--- config.mk ---
export PLATFORM = sky130hd
export DESIGN_NAME = wb_uart
export DESIGN_NICKNAME = d
export VERILOG_FILES = /design/src/rtl/wb_uart.sv
export SDC_FILE = /design/constraint.sdc
export NUM_CORES = 1
export LEC_CHECK = 0
export ABC_AREA = 1
export CORE_MARGIN = 2
export CORE_UTILIZATION = 55
export DETAILED_ROUTE_END_ITERATION = 6
export PLACE_DENSITY = 0.83
export RECOVER_POWER = 100
export SLEW_MARGIN = 30
export SYNTH_ARGS = -nofsm -noshare
export SYNTH_HDL_FRONTEND = slang
export SYNTH_SLANG_ARGS = --single-unit
export TNS_END_PERCENT = 5
--- constraint.sdc ---
create_clock -name i_clk -period 3.63 [get_ports i_clk]
set_input_delay 0.5445 -clock i_clk [delete_from_list [all_inputs] [get_ports i_clk]]
set_output_delay 0.5445 -clock i_clk [all_outputs]
set_load 0.1 [all_outputs]
--- src/rtl/wb_uart.sv ---
// wb_uart: Wishbone pipelined slave exposing an 8N1 serial port with
// small TX/RX FIFOs, a programmable baud divisor and polled status flags.
`timescale 1ns/1ps

module wb_uart #(
  parameter int          TX_DEPTH  = 4,
  parameter int          RX_DEPTH  = 4,
  parameter logic [15:0] DIV_RESET = 16'd433
) (
  input  logic        i_clk,
  input  logic        i_rst,
  input  logic [15:0] i_adr,
  input  logic        i_cyc,
  input  logic        i_stb,
  input  logic        i_we,
  input  logic [15:0] i_dat,
  output logic [15:0] o_dat,
  output logic        o_ack,
  output logic        o_stall,
  input  logic        i_rxd,
  output logic        o_txd
);

  localparam int TXAW = $clog2(TX_DEPTH);
  localparam int RXAW = $clog2(RX_DEPTH);

  typedef enum logic [1:0] {TX_IDLE, TX_START, TX_DATA, TX_STOP} txState_t;
  typedef enum logic [1:0] {RX_IDLE, RX_START, RX_DATA, RX_STOP} rxState_t;

  logic w_accept, w_txWrite, w_rxRead, w_statusRead, w_divWrite;
  logic [15:0] r_div;

  logic [7:0]    r_txMem [TX_DEPTH];
  logic [TXAW:0] r_txWr, r_txRd;
  logic          w_txEmpty, w_txFull, w_txPush, w_txPop;

  logic [7:0]    r_rxMem [RX_DEPTH];
  logic [RXAW:0] r_rxWr, r_rxRd;
  logic          w_rxEmpty, w_rxFull, w_rxPush, w_rxPop;

  txState_t    r_txState, w_txStateNext;
  logic [15:0] r_txCnt, w_txCntNext;
  logic [2:0]  r_txBit, w_txBitNext;
  logic [7:0]  r_txByte, w_txByteNext;
  logic        w_txdNext;

  rxState_t    r_rxState, w_rxStateNext;
  logic [15:0] r_rxCnt, w_rxCntNext;
  logic [2:0]  r_rxBit, w_rxBitNext;
  logic [7:0]  r_rxByte, w_rxByteNext;
  logic [1:0]  r_rxSync;
  logic        r_rxPrev, w_rxS, w_rxFall, w_rxDone, w_rxPushReq, w_rxFrameSet, w_rxOverSet;
  logic [15:0] w_rxHalf, w_rxHalfM1;
  logic        r_rxOverrun, r_rxFrameErr;
  logic [15:0] w_status;
  logic        w_unused;

  assign w_accept     = i_cyc & i_stb;
  assign w_txWrite    = w_accept &  i_we & (i_adr[1:0] == 2'd0);
  assign w_divWrite   = w_accept &  i_we & (i_adr[1:0] == 2'd2);
  assign w_rxRead     = w_accept & ~i_we & (i_adr[1:0] == 2'd0);
  assign w_statusRead = w_accept & ~i_we & (i_adr[1:0] == 2'd1);
  assign o_stall      = 1'b0;
  assign w_unused     = &{1'b0, i_adr[15:2]};

  assign w_txEmpty = (r_txWr == r_txRd);
  assign w_txFull  = (r_txWr[TXAW] != r_txRd[TXAW]) && (r_txWr[TXAW-1:0] == r_txRd[TXAW-1:0]);
  assign w_txPush  = w_txWrite & (~w_txFull | w_txPop);

  assign w_rxEmpty = (r_rxWr == r_rxRd);
  assign w_rxFull  = (r_rxWr[RXAW] != r_rxRd[RXAW]) && (r_rxWr[RXAW-1:0] == r_rxRd[RXAW-1:0]);
  assign w_rxPop   = w_rxRead & ~w_rxEmpty;
  assign w_rxPush  = w_rxPushReq & (~w_rxFull | w_rxPop);
  assign w_rxOverSet = w_rxPushReq & w_rxFull & ~w_rxPop;

  assign w_status = {11'd0, r_rxFrameErr, r_rxOverrun, ~w_rxEmpty,
                     w_txEmpty & (r_txState == TX_IDLE), w_txFull};

  // Divisor register; a mid-frame write only takes effect at the next bit reload
  always_ff @(posedge i_clk or posedge i_rst) begin
    if (i_rst) r_div <= DIV_RESET;
    else if (w_divWrite) r_div <= i_dat;
  end

  // Bus response: one-cycle ack per accepted strobe with registered read data
  always_ff @(posedge i_clk or posedge i_rst) begin
    if (i_rst) begin
      o_ack <= 1'b0;
      o_dat <= 16'd0;
    end else begin
      o_ack <= w_accept;
      o_dat <= 16'd0;
      if (w_accept && !i_we) begin
        case (i_adr[1:0])
          2'd0:    o_dat <= w_rxEmpty ? 16'd0 : {8'h00, r_rxMem[r_rxRd[RXAW-1:0]]};
          2'd1:    o_dat <= w_status;
          2'd2:    o_dat <= r_div;
          default: o_dat <= 16'd0;
        endcase
      end
    end
  end

  // TX FIFO storage
  always_ff @(posedge i_clk) begin
    if (w_txPush) r_txMem[r_txWr[TXAW-1:0]] <= i_dat[7:0];
  end

  // TX FIFO pointers
  always_ff @(posedge i_clk or posedge i_rst) begin
    if (i_rst) begin
      r_txWr <= '0;
      r_txRd <= '0;
    end else begin
      if (w_txPush) r_txWr <= r_txWr + 1'b1;
      if (w_txPop)  r_txRd <= r_txRd + 1'b1;
    end
  end

  // Transmitter state register together with its bit timing and data registers
  always_ff @(posedge i_clk or posedge i_rst) begin
    if (i_rst) begin
      r_txState <= TX_IDLE;
      r_txCnt   <= 16'd0;
      r_txBit   <= 3'd0;
      r_txByte  <= 8'd0;
    end else begin
      r_txState <= w_txStateNext;
      r_txCnt   <= w_txCntNext;
      r_txBit   <= w_txBitNext;
      r_txByte  <= w_txByteNext;
    end
  end

  // Transmitter next state: every state lasts DIV+1 clocks, FIFO popped on frame start
  always_comb begin
    w_txStateNext = r_txState;
    w_txCntNext   = r_txCnt - 16'd1;
    w_txBitNext   = r_txBit;
    w_txByteNext  = r_txByte;
    w_txPop       = 1'b0;
    case (r_txState)
      TX_IDLE: begin
        w_txCntNext = r_txCnt;
        if (!w_txEmpty) begin
          w_txStateNext = TX_START;
          w_txCntNext   = r_div;
          w_txByteNext  = r_txMem[r_txRd[TXAW-1:0]];
          w_txPop       = 1'b1;
        end
      end
      TX_START: begin
        if (r_txCnt == 16'd0) begin
          w_txStateNext = TX_DATA;
          w_txCntNext   = r_div;
          w_txBitNext   = 3'd0;
        end
      end
      TX_DATA: begin
        if (r_txCnt == 16'd0) begin
          w_txCntNext = r_div;
          if (r_txBit == 3'd7) w_txStateNext = TX_STOP;
          else                 w_txBitNext   = r_txBit + 3'd1;
        end
      end
      default: begin
        if (r_txCnt == 16'd0) begin
          if (!w_txEmpty) begin
            w_txStateNext = TX_START;
            w_txCntNext   = r_div;
            w_txByteNext  = r_txMem[r_txRd[TXAW-1:0]];
            w_txPop       = 1'b1;
          end else begin
            w_txStateNext = TX_IDLE;
          end
        end
      end
    endcase
  end

  // Transmitter output: line level for the state being entered, so txd tracks the state register
  always_comb begin
    case (w_txStateNext)
      TX_START: w_txdNext = 1'b0;
      TX_DATA:  w_txdNext = w_txByteNext[w_txBitNext];
      default:  w_txdNext = 1'b1;
    endcase
  end

  // Registered serial output; reset drives the line idle immediately
  always_ff @(posedge i_clk or posedge i_rst) begin
    if (i_rst) o_txd <= 1'b1;
    else       o_txd <= w_txdNext;
  end

  // Two-flop synchroniser for rxd plus a delayed copy for falling-edge detection
  always_ff @(posedge i_clk or posedge i_rst) begin
    if (i_rst) begin
      r_rxSync <= 2'b11;
      r_rxPrev <= 1'b1;
    end else begin
      r_rxSync <= {r_rxSync[0], i_rxd};
      r_rxPrev <= w_rxS;
    end
  end

  assign w_rxS      = r_rxSync[1];
  assign w_rxFall   = r_rxPrev & ~w_rxS;
  assign w_rxHalf   = {1'b0, r_div[15:1]} + {15'd0, r_div[0]};
  assign w_rxHalfM1 = (w_rxHalf == 16'd0) ? 16'd0 : w_rxHalf - 16'd1;

  // Receiver state register together with its bit timing and shift registers
  always_ff @(posedge i_clk or posedge i_rst) begin
    if (i_rst) begin
      r_rxState <= RX_IDLE;
      r_rxCnt   <= 16'd0;
      r_rxBit   <= 3'd0;
      r_rxByte  <= 8'd0;
    end else begin
      r_rxState <= w_rxStateNext;
      r_rxCnt   <= w_rxCntNext;
      r_rxBit   <= w_rxBitNext;
      r_rxByte  <= w_rxByteNext;
    end
  end

  // Receiver next state: half-bit start check, then full-bit samples LSB first
  always_comb begin
    w_rxStateNext = r_rxState;
    w_rxCntNext   = r_rxCnt - 16'd1;
    w_rxBitNext   = r_rxBit;
    w_rxByteNext  = r_rxByte;
    w_rxDone      = 1'b0;
    case (r_rxState)
      RX_IDLE: begin
        w_rxCntNext = r_rxCnt;
        if (w_rxFall) begin
          w_rxStateNext = RX_START;
          w_rxCntNext   = w_rxHalfM1;
        end
      end
      RX_START: begin
        if (r_rxCnt == 16'd0) begin
          if (w_rxS) begin
            w_rxStateNext = RX_IDLE;
          end else begin
            w_rxStateNext = RX_DATA;
            w_rxCntNext   = r_div;
            w_rxBitNext   = 3'd0;
          end
        end
      end
      RX_DATA: begin
        if (r_rxCnt == 16'd0) begin
          w_rxByteNext[r_rxBit] = w_rxS;
          w_rxCntNext = r_div;
          if (r_rxBit == 3'd7) w_rxStateNext = RX_STOP;
          else                 w_rxBitNext   = r_rxBit + 3'd1;
        end
      end
      default: begin
        if (r_rxCnt == 16'd0) begin
          w_rxStateNext = RX_IDLE;
          w_rxDone      = 1'b1;
        end
      end
    endcase
  end

  // Receiver outputs: a good stop bit delivers the byte, a bad one flags a framing error
  always_comb begin
    w_rxPushReq  = w_rxDone &  w_rxS;
    w_rxFrameSet = w_rxDone & ~w_rxS;
  end

  // RX FIFO storage
  always_ff @(posedge i_clk) begin
    if (w_rxPush) r_rxMem[r_rxWr[RXAW-1:0]] <= r_rxByte;
  end

  // RX FIFO pointers
  always_ff @(posedge i_clk or posedge i_rst) begin
    if (i_rst) begin
      r_rxWr <= '0;
      r_rxRd <= '0;
    end else begin
      if (w_rxPush) r_rxWr <= r_rxWr + 1'b1;
      if (w_rxPop)  r_rxRd <= r_rxRd + 1'b1;
    end
  end

  // Sticky error flags; a STATUS read clears them but a same-cycle set wins
  always_ff @(posedge i_clk or posedge i_rst) begin
    if (i_rst) begin
      r_rxOverrun  <= 1'b0;
      r_rxFrameErr <= 1'b0;
    end else begin
      if (w_rxOverSet)       r_rxOverrun <= 1'b1;
      else if (w_statusRead) r_rxOverrun <= 1'b0;
      if (w_rxFrameSet)      r_rxFrameErr <= 1'b1;
      else if (w_statusRead) r_rxFrameErr <= 1'b0;
    end
  end

endmodule

### Word level (Yosys, flattened, before mapping)

Memories as Yosys holds them, arrays and structs flattened.
Cells that the tools add are included.

* RAM bits: 64
* output and inout bits: 19
* memories kept: 2
* input bits: 38
* word-level logic and storage cells: 160
* register bits after elaboration: 109

* equality and inequality tests: 23
* reductions and logical operators: 20
* bitwise operators: 24
* mux-type cells: 58
* $lt $le $gt $ge: 3
* add/subtract/negate cells: 10

Memories
* r_rxMem: depth 4, bits a word 8, read ports 1, clocked after Yosys merged registers in 0, write ports 1, line 37 `logic [7:0] r_rxMem [RX_DEPTH];`
* r_txMem: depth 4, bits a word 8, read ports 1, clocked after Yosys merged registers in 0, write ports 1, line 33 `logic [7:0] r_txMem [TX_DEPTH];`

Operator list (count)
* $mux W16: 10
* $pmux W16 S3: 2
* $logic_not A16 Y1: 3
* $sub A16 B1 Y16 const B: 3
* $pmux W16 S2: 1
* $mux W8: 3
* $mux W2: 11
* $mux W3: 7
* $add A3 B1 Y3 const B: 6
* $add A15 B1 Y16: 1
* $and A1 B1 Y1: 16
* $pmux W8 S2: 1
* $mux W1: 14
* $ne A2 B2 Y1 const B: 7
* $pmux W2 S3: 2
* $pmux W3 S2: 2
* $reduce_and A5 Y1: 2
* $bwmux W8: 1
* $eq A2 B1 Y1 const B: 4
* $eq A2 B2 Y1 const B: 4
* $lt A3 B4 Y1 const B: 2
* $reduce_bool A2 Y1: 4
* $eq A3 B3 Y1: 2
* $eq A3 B3 Y1 const B: 2
* other kinds (14): 28

### Depth between registers and ports, before layout

Gate-level depths: netlist of the first run.

* depth in word-level cells: 8
* gate-level depth with buffers: 19
* mapped depth without buffers: 19

### Worst setup path after synthesis of the first run

No wires, ideal clock.

* kind: flip-flop to flip-flop
* start point: reg r_txCnt[0]
* end point: mem r_txMem[0][0] (enable)
* stages on the path, launching flop included: 13
* library setup time: 0.371 ns
* required time: 3.259 ns
* arrival: 2.004 ns
* period minus slack after synthesis: 2.375 ns
* buffers on the path: 0
* setup slack: 1.255 ns
* path through: dfrtp_1 -> inv_1 -> ha_1 -> nand2_1 -> nor2_1 -> nand2_1 -> nor2_2 -> nand2_1 -> nand2_2 -> nand2_1 -> nand3_1 -> nand3_1 -> nor2_1

* cells in the longest elaborated chain, start to end: 7

RTL lines
* from (decl): line 42 `logic [15:0] r_txCnt, w_txCntNext;`
* from (signal assigned): line 129 `r_txCnt <= w_txCntNext;`
* $logic_not A16 Y1: line 167 `if (r_txCnt == 16'd0) begin`
* $mux W1: line 167
* $pmux W1 S2: line 142 `case (r_txState)`
* $or A1 B1 Y1: line 68 `assign w_txPush = w_txWrite & (~w_txFull | w_txPop);`
* $and A1 B1 Y1: line 68
* $mux W1: line 106 `if (w_txPush) r_txMem[r_txWr[TXAW-1:0]] <= i_dat[7:0];`
* $mux W1 (implied by the code): line 106
* to (decl): line 33

Every way passes these cells.

### Worst setup path in the final report of the first run

* start point: reg r_txCnt[0]
* end point: mem r_txMem[1][1] (enable)

Same word-level chain as after synthesis.

==> results of run 1 <==
==> cell families (layout without fill, tap and decap cells) <==
kind of cell,Yosys count,after routing,synth area share (%)
fa+ha+maj,25,25,3.37
other cells,1,1,0.0404
simple gates,514,514,23.5
mux,1,1,0.121
buf+inv,180,242,7.49
compound gates,178,178,10.8
flops,173,173,50.2
xor+xnor,48,48,4.53
==> final timing paths <==
check | to | slack, ns | depth (start not counted)
hold / removal | r_rxSync[1] | 0.36 | 0
min in group asynchronous | o_ack | 1.12 | 2
setup / recovery | r_txMem[1][1] | 0.58 | 12
max in group asynchronous | r_txCnt[12] | 0.75 | 3
setup reg to reg | r_txMem[1][1] | 0.58 | 12
hold reg to reg | r_rxSync[1] | 0.36 | 0
==> flip-flops by register name, indices dropped and copies added (netlist names), 2 cells and up <==
| register | cells |
|---|---|
| r_txState | 2 |
| r_txMem | 32 |
| r_div | 16 |
| r_txBit | 3 |
| r_rxWr | 3 |
| o_dat | 16 |
| r_txByte | 8 |
| r_txRd | 3 |
| r_rxState | 2 |
| r_rxCnt | 16 |
| r_rxByte | 8 |
| r_rxSync | 2 |
| r_rxRd | 3 |
| r_txCnt | 16 |
| r_rxMem | 32 |
| r_rxBit | 3 |
| r_txWr | 3 |
==> cell usage after synthesis, drive strengths merged, types with 6 or more instances <==
master and instances:
ha 25, dfstp 9, inv 156, xor2 42, dfrtp 100, nand2 267
xnor2 6, o221ai 6, o22ai 17, buf 7, edfxtp 64, a21oi 37
clkbuf 17, o21ai 98, nand3 79, nor3 8, nor2 140, nand4 9
==> per-layer routing <==
metal	up-vias	wire length (um)	part of all wire, %
met2	243	10400	49
met3	39	1070	5.1
met1	3576	9160	43
met4	0	440	2.1
met5	-	0	0
li1	3745	-	-
==> power by group through the flow <==
stage          combinational, uW  sequential [uW]  clock [uW]
2_1_floorplan               1410             2530           0
3_3_place_gp                1780             2560           0
3_5_place_dp                1820             2570           0
4_1_cts                     1850             2540        1850
5_1_grt                     2110             2580        1920
6_report                    1870             2540        1830
==> metrics by stage <==
step / cells / area [um^2] / util, % / worst slack (ns)
global placement: 1370 / 9980 / 60.4 / 0.764
detailed placement: 1370 / 9980 / 60.4 / 0.646
floorplan: 1120 / 9290 / - / 0.226
CTS: 1402 / 10600 / 63.9 / 0.674
finish: 1402 / 10500 / 63.5 / 0.583
global route: 1402 / 10500 / 63.5 / 0.293
==> area by class of cell <==
cell class | count | area (um^2)
clock buffer | 18 | 429
clock inverter | 14 | 148
fill | 1320 | 6040
inverter | 156 | 587
multi-input combinational | 767 | 3910
sequential | 173 | 4660
tap | 220 | 275
timing repair buffer | 54 | 482
==> results.md, run 1 <==
Cells and area:
- Leaving out fill and tap cells, the most frequent cells in the layout are 260 x sky130_fd_sc_hd__nand2_1, 154 x sky130_fd_sc_hd__inv_1, 134 x sky130_fd_sc_hd__nor2_1.
- The post-route netlist has 5.58% of its cells at a drive strength greater than 1.
- The synthesis-to-finish area growth is 13.0%.
- The number of antenna diodes is 0.
- The most common cell after layout, fill and taps aside is sky130_fd_sc_hd__nand2_1.
- At the end of the flow, the number of nets in the layout was 1232.

Worst setup path:
- The cell seen most often among critical-path stages is sky130_fd_sc_hd__nand2_1.
- Along the worst path, the maximum fanout reaches 10.
- The signal on the critical path passes through inv_1, ha_1, nand2_1, nor2_1, nand2_1, nor2_1, nand2_1, nand2_2, nand2_1, nand3_1, nand3_1, nor2_1.
- The worst setup path is launched from a flop.
- The worst stage delay on the critical path is 0.61 ns.
- The critical path launch point is r_txCnt[0].
- For the worst setup path, the data arrival time is 3.12 ns.
- STA classifies the critical path endpoint as a flop.
- The slowest cell on the critical path is sky130_fd_sc_hd__nor2_1.
- The dominant delay contributor by cell family on the critical path is simple AND/OR/NAND/NOR gates.
- The required time at the worst-slack endpoint is 3.71 ns.
- The category of the most critical setup path is reg2reg.
- The buffers plus inverters on the worst setup path is 1.
- The worst register-to-register path begins at r_txCnt[0].

Synthesis:
- Of the synthesized area, sequential elements account for 50.2%.
- The fraction of registers with async set/reset is 63.0%.
- The number of enable flip-flop cells after synthesis is 64.
- Synthesis produced a netlist whose cell count is 1120.
- In the synthesized netlist the dominant register cell turns out to be sky130_fd_sc_hd__dfrtp_1.
- The net count after synthesis is 1183.
- sky130_fd_sc_hd__dfrtp_1 takes more of the synthesized area than any other cell.
- The per-instance average area after synthesis is 8.29 um^2.
- After synthesis, the largest area contributor takes up 27.0% of total cell area.
- Yosys printed 0 warnings.
- The count of distinct cell types in the synthesized netlist is 45.
- After synthesis, the cell types taking the most area are sky130_fd_sc_hd__dfrtp_1 27%, sky130_fd_sc_hd__edfxtp_1 21%, sky130_fd_sc_hd__nand2_1 10%.
- The flip-flop and latch count after synthesis is 173.
- The synthesized area is 0.00929 mm^2.

Power and ir drop:
- The sum of internal, switching and leakage power is 6240 uW.
- The clock network burns 29.3% of the power.
- Net switching is 38.1% of the power.
- The reported net switching power is 2380 uW.
- The share of power burned in registers is 40.8%.
- For this design the ratio of total power to cell area is 595 mW/mm^2.
- The internal portion of total power is 3860 uW.
- The highest ir drop seen on vdd is 0.451 mV.
- The share of total power dissipated in combinational logic is 29.9%.
- In this run the static leakage power is 0.00481 uW.

Global route:
- For this run, global-route usage on met3 was measured as 5.14%.
- Summed over all layers, the global routing overflow is 0.
- The first global-routing pass estimated 34500 um of wire.
- The number of antenna violations at the first check in global routing came to 0.
- The pin count of the biggest net entering global routing is 61.
- The total track usage is 24.3%.
- Global routing consumed, on the met2 layer, 41.8% of the routing resources.
- In the global route stage, met1 resource usage came out at 30.5%.
- In this run the most used layer during global routing was met2.
- The via count of the first global-routing pass is 7262.

Floorplan:
- The initialized floorplan defines 47 standard-cell rows.
- The die area is 0.0179 mm^2.
- The die boundary height is 134 um.
- The starting utilization of the core area is 56.2%.
- For this design the top-level I/O count stands at 57.
- Measured along the x axis, the die boundary spans 134 um.
- The core region is 0.0165 mm^2.

Timing:
- Between clock sinks in the finished design, the worst skew comes to 0.00952 ns.
- After layout, the minimum clock period comes to 3.05 ns.
- Measured against its own limit, the worst slew margin works out to -47.3%.
- Setup violations remaining at the end of the flow were counted as 0.
- Timing would allow up to 328 MHz.
- The count of final max-slew check failures is 51.
- Setup repair after global routing left no endpoint under its margin.
- After routing, the total negative slack on setup checks comes to 0 ns.
- The pin slew with the least headroom to its limit is 2.20 ns.
- The smallest hold slack is 0.365 ns.
- Dividing the final minimum period by the clock period gives 83.9%.
- The count of final hold-check violations is 0.

Routing:
- The remaining design rule violation count is 0.
- The number of search-and-repair iterations in the first detailed-routing pass is 6.
- The number of vias per cell is 5.42.
- The routed wire length is 21100 um.
- The count of nets left with antenna violations after detail routing is 0.
- The first routing iteration left 772 violations.
- The final route contains 7603 vias.
- After detailed routing, the average wire length per cell comes to 15.1 um.

Clocking:
- Buffers inserted during clock tree synthesis total 17.
- The number of setup buffers added after CTS is 0.
- In this run the number of H-tree levels came out at 4.
- The insertion delay of the later-clocked pin in the worst-skew pair is 0.45 ns.
- Counting every sink on the clock net gives 173.
- The number of hold buffers added after CTS was 0.
- The maximum buffer depth of the clock tree is 2.
- The root buffer cell chosen for the clock tree is sky130_fd_sc_hd__clkbuf_16.
- The clock transition at the registers of the reported paths is 0.07 ns.
- The number of gates resized after CTS was 0.
- TritonCTS built the clock tree.

Placement:
- The count of buffers from port buffering is 41.
- Routability-driven placement finished with a final weighted congestion of 0.901.
- The HPWL after detailed placement is 14700 um.

Min path:
- The worst hold path startpoint is r_rxSync[0].
- The worst min-delay path category is reg2reg.

Flow run:
- Max-cap violations in this run came to 1.

Outcome:
- The run finished, with violations left.
- The checks that failed: max-capacitance violations, max-slew violations.
No activity file was read; power rests on OpenSTA's default activity.
==> inputs of run 2 (changes only) <==
Settings changed: CORE_UTILIZATION 55 to 54, PLACE_DENSITY 0.83 to 0.84.
Clock period 3.63 ns to 2.65 ns, I/O delays scaled along.
==> run 2 against run 1 <==
The run still ends with max-capacitance violations, max-slew violations left. Sequential cell count did not move. Critical path depth rose by 6. Sequential power rose by 38%. Total power rose by 39%. Global-route usage rose by 0.72 points. Largest power group unchanged. Fmax rose by 24%. Wire length rose by 3.5%. Clock skew rose by 0.0014 ns.
==> results.md, run 2 (synthesis gave the netlist of run 1 again) <==
Floorplan:
- For this design the top-level I/O count stands at 57.
- The starting utilization of the core area is 55.6%.
- From bottom edge to top edge, the die measures 135 um.
- The number of core rows is 47.
- The die area is 0.0183 mm^2.
- The core region is 0.0167 mm^2.
- The horizontal die dimension is 135 um.

Global route:
- The global-route wire length before repair is 36200 um.
- The number of antenna violations at the first check in global routing is 0.
- Global routing used 25.1% of the available tracks across all layers.
- Summed over all layers, the global routing overflow is 0.
- Entering global routing, the biggest net connects 71 pins.
- The via count of the first global-routing pass was 7525.

Timing:
- The post-route worst setup slack is 0.194 ns.
- At the pin with the least slew margin, the transition time is 1.82 ns.
- The ratio of final minimum period to clock period is 92.7%.
- After layout, the minimum clock period comes to 2.46 ns.
- Between clock sinks in the finished design, the worst skew comes to 0.0109 ns.
- Setup violations remaining at the end of the flow were counted as 0.
- The worst slew margin relative to its limit is -21.4%.
- The count of final hold-check violations is 0.
- Setup repair after global routing left no endpoint under its margin.
- The count of final max-slew check failures is 111.
- The sum of negative setup slack is 0 ns.
- Timing would allow up to 407 MHz.

Power and ir drop:
- The analysis attributes to cell leakage a power of 0.00481 uW.
- Across the VDD grid, the largest voltage drop is 0.538 mV.
- The power per cell area is 822 mW/mm^2.

Cells and area:
- The finished layout holds 1418 standard cells, fillers aside.
- The number of antenna diodes is 0.
- The top cell types in the final layout, fill and taps aside, are 259 x sky130_fd_sc_hd__nand2_1, 151 x sky130_fd_sc_hd__inv_1, 128 x sky130_fd_sc_hd__nor2_1.
- The final layout contains 1248 nets.
- Counting the fill cells in the layout gives 1369.
- Summing all multi-input logic gate instances after layout gives 0.00396 mm^2.
- The most common cell after layout, fill and taps aside is sky130_fd_sc_hd__nand2_1.
- The synthesis-to-finish area growth is 13.7%.
- The sequential standard cell area is 0.00466 mm^2.
- The share of layout cells above drive strength 1 is 8.10%.

Clocking:
- Clock-pin slew was measured on the worst setup and hold paths at 0.07 ns.
- The number of clock buffers added by TritonCTS is 17.
- The clock net sink count is 173.
- The insertion delay of the later-clocked pin in the worst-skew pair is 0.44 ns.
- TritonCTS built the clock tree.
- The maximum buffer depth of the clock tree is 2.
- The CTS root buffer is sky130_fd_sc_hd__clkbuf_16.
- In this run, post-CTS hold repair placed 0 buffers.
- The maximum level of the CTS H-tree is 4.

Routing:
- The number of search-and-repair iterations in the first detailed-routing pass is 5.
- The count of nets left with antenna violations after detail routing is 0.
- After the first detailed-routing iteration, the DRC count stood at 733.
- In the routed layout, each cell is associated on average with a via count of 5.49.
- The remaining design rule violation count is 0.
- The average routed wire per standard cell is 15.4 um.
- The via count is 7779.
- Summed over all layers, the routed wires come to 21800 um.

Worst setup path:
- For the worst setup path, the data arrival time is 2.83 ns.
- The top fanout value on the critical path is 15.
- The category of the most critical setup path is reg2reg.
- The worst setup path is launched from a flop.
- STA puts the critical path data required time at 3.02 ns.
- The critical path capture point type is a flop.

Placement:
- The HPWL after detailed placement is 15200 um.
- The post-placement setup slack is 0.0644 ns.
- The placed cell count is 1385.
- The count of buffers added on input and output ports is 41.
- The routability congestion estimate is 0.931.

Outcome:
- The run finished, with violations left.
- The final reports fail on max-capacitance violations, max-slew violations.

Min path:
- The worst min-delay path category is reg2reg.

Flow run:
- The tool flagged a number of max-cap violations equal to 2.
## run 2: changes by cell type in the layout (fill, tap and decap cells not counted), moves of 4 or more
cell / before / now
sky130_fd_sc_hd__clkbuf_1: 8 / 25
sky130_fd_sc_hd__dlygate4sd3_1: 30 / 10
sky130_fd_sc_hd__nor2_2: 2 / 6
sky130_fd_sc_hd__buf_4: 5 / 13
sky130_fd_sc_hd__nor2_1: 134 / 128
sky130_fd_sc_hd__clkbuf_2: 0 / 7
## run 2: stage by stage
step	utilization (%)	hold WS, ns	cell area [um^2]	total power, uW
after floorplan	-	0.345	9290	5400
after global placement	60.2	0.346	10100	6020
after detailed placement	60.2	0.355	10100	6100
after CTS	63.8	0.353	10600	8640
after global routing	63.2	0.373	10600	9190
final	63.2	0.374	10600	8680
## run 2: power breakdown
part / total [uW] / internal (uW) / switching [uW] / leakage, uW
combinational: 2670 / 922 / 1740 / 0.00257
clock: 2520 / 1360 / 1150 / 0.000288
sequential: 3500 / 3110 / 386 / 0.00195
total: 8680 / 5390 / 3290 / 0.00481
## run 2: timing repair
item	CTS	global route
gates resized for setup	0	7
endpoints found under the setup margin	0	46
setup buffers	0	1
## run 2: area by class of cell
| type | count | share of cell area, % |
|---|---|---|
| multi-input combinational | 767 | 37.5 |
| sequential | 173 | 44.1 |
| timing repair buffer | 70 | 4.67 |
| clock inverter | 13 | 1.37 |
| inverter | 156 | 5.56 |
| tap | 220 | 2.61 |
| clock buffer | 19 | 4.19 |
## run 2: worst paths after layout
path                             start          end  slack (ns)  cells past startpoint
max                           r_div[0]  r_rxCnt[14]        0.19                     18
min reg2reg                r_rxSync[0]  r_rxSync[1]        0.37                      0
min in group asynchronous        i_rst     o_dat[4]        0.90                      3
max in group asynchronous        i_rst  r_rxCnt[11]        0.52                      3
min                        r_rxSync[0]  r_rxSync[1]        0.37                      0
max reg2reg                   r_div[0]  r_rxCnt[14]        0.19                     18
## run 2: critical path, stage by stage, from the launching register on
cell                      delay (ns)
sky130_fd_sc_hd__dfstp_2        0.56
sky130_fd_sc_hd__ha_1           0.21
sky130_fd_sc_hd__nand2_1        0.08
sky130_fd_sc_hd__nor2_2         0.15
sky130_fd_sc_hd__nand2_2        0.14
sky130_fd_sc_hd__nor2_4         0.14
sky130_fd_sc_hd__nand2_1        0.07
sky130_fd_sc_hd__nand2_1        0.06
sky130_fd_sc_hd__nand2_1        0.09
sky130_fd_sc_hd__inv_1          0.14
sky130_fd_sc_hd__nor2_4         0.06
sky130_fd_sc_hd__nand2_4        0.10
sky130_fd_sc_hd__nor2_4         0.03
sky130_fd_sc_hd__nor2_2         0.14
sky130_fd_sc_hd__buf_12         0.15
sky130_fd_sc_hd__nand3_1        0.08
sky130_fd_sc_hd__nand2_1        0.07
sky130_fd_sc_hd__nand2_1        0.07
sky130_fd_sc_hd__nand2_1        0.07
## run 2: layer usage
layer  up-vias  routed length, um  track usage (%)  share of wire [%]
met5         -                  0                0                  0
met4         0                476             9.20                2.2
met3        40               1040             3.97                4.7
met2       257              11000             43.3                 50
met1      3703               9360             32.0                 43
li1       3779                  -                -                  -
